### src/rtl/term_pkg.sv
// Shared character constants and FSM state encodings for the terminal line port.
package term_pkg;

  localparam logic [7:0] EOF_CHAR = 8'hFF;
  localparam logic [7:0] CR_CHAR  = 8'h0D;
  localparam logic [7:0] LF_CHAR  = 8'h0A;
  localparam logic [7:0] BS_CHAR  = 8'h08;

  localparam logic [1:0] T_IDLE = 2'd0;
  localparam logic [1:0] T_SEND = 2'd1;
  localparam logic [1:0] T_CR   = 2'd2;
  localparam logic [1:0] T_LF   = 2'd3;

  localparam logic [0:0] R_COLLECT = 1'b0;
  localparam logic [0:0] R_HOLD    = 1'b1;

endpackage

### src/rtl/line_ram.sv
// DEPTH x 8 line buffer: one write port, one registered read port.
// A read of the address being written in the same cycle returns the new byte.
module line_ram #(
  parameter int DEPTH = 128,
  parameter int AW    = $clog2(DEPTH)
) (
  input  logic          clk,
  input  logic          we,
  input  logic [AW-1:0] wa,
  input  logic [7:0]    wd,
  input  logic [AW-1:0] ra,
  output logic [7:0]    rd
);

  logic [7:0] mem [DEPTH];

  // NOTE: storage has no reset so it maps onto RAM primitives; contents survive rst.
  always_ff @(posedge clk) begin
    if (we) mem[wa] <= wd;
    rd <= (we && (wa == ra)) ? wd : mem[ra];
  end

endmodule

### src/rtl/term_line_port.sv
// Terminal line port: buffers an outgoing message and streams it with CR/LF,
// and collects an incoming line (with backspace editing) for readback.
module term_line_port
  import term_pkg::*;
#(
  parameter int         DEPTH = 128,
  parameter logic [7:0] EOF   = EOF_CHAR
) (
  input  logic       clk,
  input  logic       rst,
  output logic       dev_ready,
  input  logic       w_valid,
  output logic       w_ready,
  input  logic [7:0] w_addr,
  input  logic [7:0] w_data,
  input  logic       w_last,
  input  logic       r_valid,
  input  logic [7:0] r_addr,
  output logic       r_ready,
  output logic [7:0] r_data,
  output logic       r_last,
  output logic       tx_valid,
  output logic [7:0] tx_data,
  input  logic       tx_ready,
  input  logic       rx_valid,
  input  logic [7:0] rx_data
);

  localparam int AW = $clog2(DEPTH);
  localparam logic [AW:0] FULL  = (AW+1)'(DEPTH);
  localparam logic [AW:0] LIMIT = (AW+1)'(DEPTH - 1);
  localparam logic [AW:0] ONE   = (AW+1)'(1);

  logic [1:0]    tx_state;
  logic [AW:0]   tx_idx, tx_idx_nx;
  logic [AW-1:0] tx_ra;
  logic [7:0]    tx_rd;
  logic          tx_stop, w_fire;

  logic [0:0]    rx_state;
  logic [AW:0]   rx_len, rx_len_nx;
  logic [7:0]    rx_rd;
  logic          rx_fire, rx_store, r_fire, r_past, rd_pend, rd_eof;

  // NOTE: all state below uses non-blocking assignments so every register samples pre-edge values.
  always_ff @(posedge clk) begin
    if (rst) dev_ready <= 1'b0;
    else     dev_ready <= 1'b1;
  end

  assign w_ready   = dev_ready && (tx_state == T_IDLE);
  assign w_fire    = w_valid && w_ready;
  assign tx_idx_nx = tx_idx + ONE;
  assign tx_stop   = (tx_idx == FULL) || (tx_rd == EOF);

  // The read address runs one byte ahead on a handshake so tx_rd always shows tx_buf[tx_idx].
  always_comb begin
    tx_valid = 1'b0;
    tx_data  = 8'h00;
    tx_ra    = tx_idx[AW-1:0];
    case (tx_state)
      T_IDLE: tx_ra = '0;
      T_SEND: if (!tx_stop) begin
        tx_valid = 1'b1;
        tx_data  = tx_rd;
        if (tx_ready) tx_ra = tx_idx_nx[AW-1:0];
      end
      T_CR: begin
        tx_valid = 1'b1;
        tx_data  = CR_CHAR;
      end
      T_LF: begin
        tx_valid = 1'b1;
        tx_data  = LF_CHAR;
      end
      default: ;
    endcase
  end

  always_ff @(posedge clk) begin
    if (rst) begin
      tx_state <= T_IDLE;
      tx_idx   <= '0;
    end else begin
      case (tx_state)
        T_IDLE: if (w_fire && w_last) begin
          tx_state <= T_SEND;
          tx_idx   <= '0;
        end
        T_SEND: if (tx_stop)       tx_state <= T_CR;
                else if (tx_ready) tx_idx   <= tx_idx_nx;
        T_CR:   if (tx_ready)      tx_state <= T_LF;
        T_LF:   if (tx_ready)      tx_state <= T_IDLE;
        default: tx_state <= T_IDLE;
      endcase
    end
  end

  line_ram #(.DEPTH(DEPTH)) tx_buf (
    .clk (clk),
    .we  (w_fire && w_addr[7]),
    .wa  (w_addr[AW-1:0]),
    .wd  (w_data),
    .ra  (tx_ra),
    .rd  (tx_rd)
  );

  assign rx_fire   = dev_ready && rx_valid && (rx_state == R_COLLECT);
  assign rx_store  = rx_fire && (rx_data != CR_CHAR) && (rx_data != BS_CHAR)
                     && (rx_data != LF_CHAR) && (rx_len < LIMIT);
  assign rx_len_nx = rx_len + ONE;
  assign r_ready   = dev_ready && (rx_state == R_HOLD);
  assign r_fire    = r_valid && r_ready;
  assign r_past    = r_addr >= 8'(rx_len);

  always_ff @(posedge clk) begin
    if (rst) begin
      rx_state <= R_COLLECT;
      rx_len   <= '0;
      rd_pend  <= 1'b0;
      rd_eof   <= 1'b0;
    end else begin
      rd_pend <= r_fire;
      rd_eof  <= r_fire && r_past;
      if (rx_state == R_COLLECT) begin
        if (rx_fire && (rx_data == CR_CHAR))      rx_state <= R_HOLD;
        else if (rx_fire && (rx_data == BS_CHAR)) begin
          if (rx_len != '0) rx_len <= rx_len - ONE;
        end else if (rx_store)                     rx_len <= rx_len_nx;
      end else if (r_fire && r_past) begin
        // The end-of-line read releases the line; its response goes out next cycle.
        rx_state <= R_COLLECT;
        rx_len   <= '0;
      end
    end
  end

  line_ram #(.DEPTH(DEPTH)) rx_buf (
    .clk (clk),
    .we  (rx_store),
    .wa  (rx_len[AW-1:0]),
    .wd  (rx_data),
    .ra  (r_addr[AW-1:0]),
    .rd  (rx_rd)
  );

  assign r_data = rd_pend ? (rd_eof ? EOF : rx_rd) : 8'h00;
  assign r_last = rd_eof;

endmodule

### config.mk
export PLATFORM = sky130hd
export DESIGN_NAME = term_line_port
export DESIGN_NICKNAME = d
export VERILOG_FILES = /design/src/rtl/term_pkg.sv /design/src/rtl/line_ram.sv /design/src/rtl/term_line_port.sv
export SDC_FILE = /design/constraint.sdc
export NUM_CORES = 2
export LEC_CHECK = 0
export CORE_AREA = 2 2 573 575
export CTS_CLUSTER_SIZE = 28
export DETAILED_ROUTE_END_ITERATION = 6
export DIE_AREA = 0 0 575 577
export PLACE_DENSITY = 0.39
export SLEW_MARGIN = 5
export SYNTH_ARGS = -nofsm -noshare
export SYNTH_HDL_FRONTEND = slang
export SYNTH_SLANG_ARGS = --single-unit
### constraint.sdc
create_clock -name clk -period 7.6 [get_ports clk]
set_input_delay 0.76 -clock clk [delete_from_list [all_inputs] [get_ports clk]]
set_output_delay 0.76 -clock clk [all_outputs]
set_load 0.01 [all_outputs]
==> run metrics <==
outcome=finished, final reports clean; Final ANT Viol Nets=0; area grow syn2layout=16.4%; largest net degree at the start of global routing=86; # rows=210; Synth Warn #=0; CTS Sinks=2084; post-route cell area=94400 um2; post-synth top area share=75.8%; detailed placement HPWL=136 mm; Clk Latency, worst-skew pair=0.90 ns; Seq pwr share=50.2%; Fmax=0.142 GHz; initial drt markers=3216; Synth async-reset ratio=0%; Max Fanout on Critical Path=28; Slew @ Worst Pin=1.32 ns; Yosys cell types=54; Synth Cell Area=81100 um2; Crit-path slowest cell=nor4_1; drt pass-1 iters=6; Final Hold Vio Count=0; average size of a mapped cell=21.2 um2; CP startpoint kind=flip-flop; final hold slack=0.307 ns; total track usage=13.4%; Largest delay share family, worst path=simple AND/OR/NAND/NOR gates; Placer Congestion=0.760; CTS Buf Count=234; hold-fix buffers at CTS=0; CP max stage delay=1.10 ns; Int Power=19.7 mW; Lkg Pwr=28.0 nW; Clock Pin Slew Worst Setup and Hold Paths=0.06 ns; cts repair resizes=0; vias in the first global route=39900; Die Y=577 um; fin crit share=93.0%; switch share=22.4%; final wirelength=228 mm; P_sw=5.66 mW; skew final=0.0861 ns; die area=332000 um2; critical path cell sequence=or3b_4 > buf_4 > o22ai_1 > a211oi_1 > nand2_1 > nand3_1 > nor4_1 > nand4_1 > o211ai_2 > buf_4 > nor2_1 > a22o_1 > clkdlybuf4s50_1; relative slew slack=9.52%; CTS tree=done; setup violators final=0; Via density=4.47; Core ar.=326000 um2; CP required=6.84 ns; Post-Syn Instances=3817; setup bufs post-CTS=0; grt ovf=0; placed instance area=87000 um2; first-pass GRT wire length=318 mm; Starting Density=24.9%; most common cell after layout, fill and taps aside=edfxtp_1; RSZ-0062 raised after global routing=no; Die W=575 um; Clock power frac=43.5%; Clock Path Buffers=4; max-slew violation count=0; synthesis-stage register bit count=2084; Max-cap violations=0; Nets=4062; # DRC=0; critical path class=flip-flop to output port; Root Buffer=clkbuf_16; HP Class=input pin to flip-flop; Peak VDD IR=0.174 mV; Via Count=38200; # IOs=60; dpl ws=1.50 ns; IO buf count=59; Reg2Reg Setup Slack=1.91 ns; Area contributors post-synth=edfxtp_1 76%, mux4_2 15%, mux2i_1 1.7%; min setup slack post-route=0.536 ns; share of total power in combinational logic=6.3%; Arr. time, crit path=6.30 ns; Avg WL per Cell=26.7 um; sequential share of the synthesized area=76.7%; EDFF count, synth=2048; Bufs and invs on worst path=3; share of cells above drive strength 1=23.3%; leading area contributor after synthesis=edfxtp_1; ys flop type=edfxtp_1; antenna violations before repair=4; minimum clock period=7.06 ns; Worst setup EP type=output port; most frequent cells in the layout=2048 x edfxtp_1, 528 x mux4_2, 288 x nor2_1, 239 x clkbuf_16, 145 x nand2_1; CP most frequent cell=buf_4; setup TNS=0 ns; PD cells=268 nW/um2; Finished Core Util=29.0%; H-tree depth reported by CTS=4
-- cells by family (layout without fill, tap and decap cells) --
| logic type | Yosys count | in the layout | synth area share [%] |
|---|---|---|---|
| AOI/OAI and AO/OA | 250 | 250 | 2.19 |
| xor gates and xnor gates | 7 | 7 | 0.0756 |
| adders and majority gates | 21 | 21 | 0.333 |
| buffers and inverters | 230 | 599 | 1.37 |
| DFF | 2084 | 2084 | 76.7 |
| muxes | 672 | 672 | 16.5 |
| other | 1 | 9 | 0.00462 |
| and+or+nand+nor | 552 | 552 | 2.86 |
-- final cells by class --
type                       instances  area, um2
clock buffer                     306       6260
timing repair buffer             149       1400
tap                             4346       5440
fill                           32000     231000
antenna                            1       2.50
multi-input combinational       1510      17800
inverter                          23       86.3
clock inverter                   121       1110
sequential                      2084      62200
-- final timing paths --
check | cells after the start | endpoint | startpoint
setup / recovery | 13 | tx_data[2] | flip-flop
hold / removal | 1 | rx_buf.mem[20][4]$_DFFE_PP_ | rx_data[4]
setup reg to reg | 12 | flip-flop | flip-flop
hold reg to reg | 2 | tx_idx[7]$_SDFFE_PP0P_ | tx_idx[7]$_SDFFE_PP0P_
-- stage by stage --
step,power [mW],std cells
after floorplan,13.9,3824
after global placement,14.6,8112
after detailed placement,14.6,8112
after CTS,25.7,8539
after global routing,26.1,8540
final,25.3,8540
-- cells in the mapped netlist, types with 2 or more instances --
master	instances
a2111oi_0	2
a211o_1	2
a211oi_1	60
a21o_1	4
a21oi_1	15
a22o_1	3
a22oi_1	64
a31oi_1	3
and2_1	6
and3_1	2
buf_1	13
buf_2	67
buf_4	9
buf_6	17
clkbuf_1	101
dfxtp_1	36
edfxtp_1	2048
ha_1	20
inv_1	23
mux2_2	9
mux2i_1	135
mux4_2	528
nand2_1	145
nand2b_1	4
nand3_1	32
nand3b_1	6
nand4_1	7
nor2_1	289
nor2b_1	12
nor3_1	23
nor3b_1	2
nor4_1	8
o21a_1	10
o21ai_0	7
o21bai_1	4
o22ai_1	65
o31ai_1	4
or2_2	3
or3_1	6
or4_1	4
xnor2_1	6
-- sequential cells by signal, indices dropped and copies added, names as in the netlist, named ones only --
signal	count
tx_state	2
rx_len	8
rd_pend	1
r_last	1
dev_ready	1
tx_buf.mem	1024
rx_buf.mem	1024
rx_state	1
tx_idx	8
-- routing by layer --
metal / share of wire [%] / wire length (um) / global-route usage [%] / vias to the layer above
li1: - / - / - / 16300
met1: 44 / 101000 / 18.2 / 20800
met3: 4.0 / 9220 / 1.94 / 293
met4: 2.3 / 5160 / 3.32 / 2
met5: 0.0057 / 13 / 0 / -
met2: 49 / 112000 / 22.5 / 837
-- power by group through the flow --
stage / combinational, mW / sequential (mW) / clock [mW]
final: 1.60 / 12.7 / 11.0
after global routing: 1.72 / 12.7 / 11.7
after CTS: 1.67 / 12.7 / 11.3
after detailed placement: 1.66 / 12.9 / 0
after global placement: 1.67 / 12.9 / 0
after floorplan: 1.03 / 12.9 / 0
Note: power is estimated with default switching activity, not from simulation.
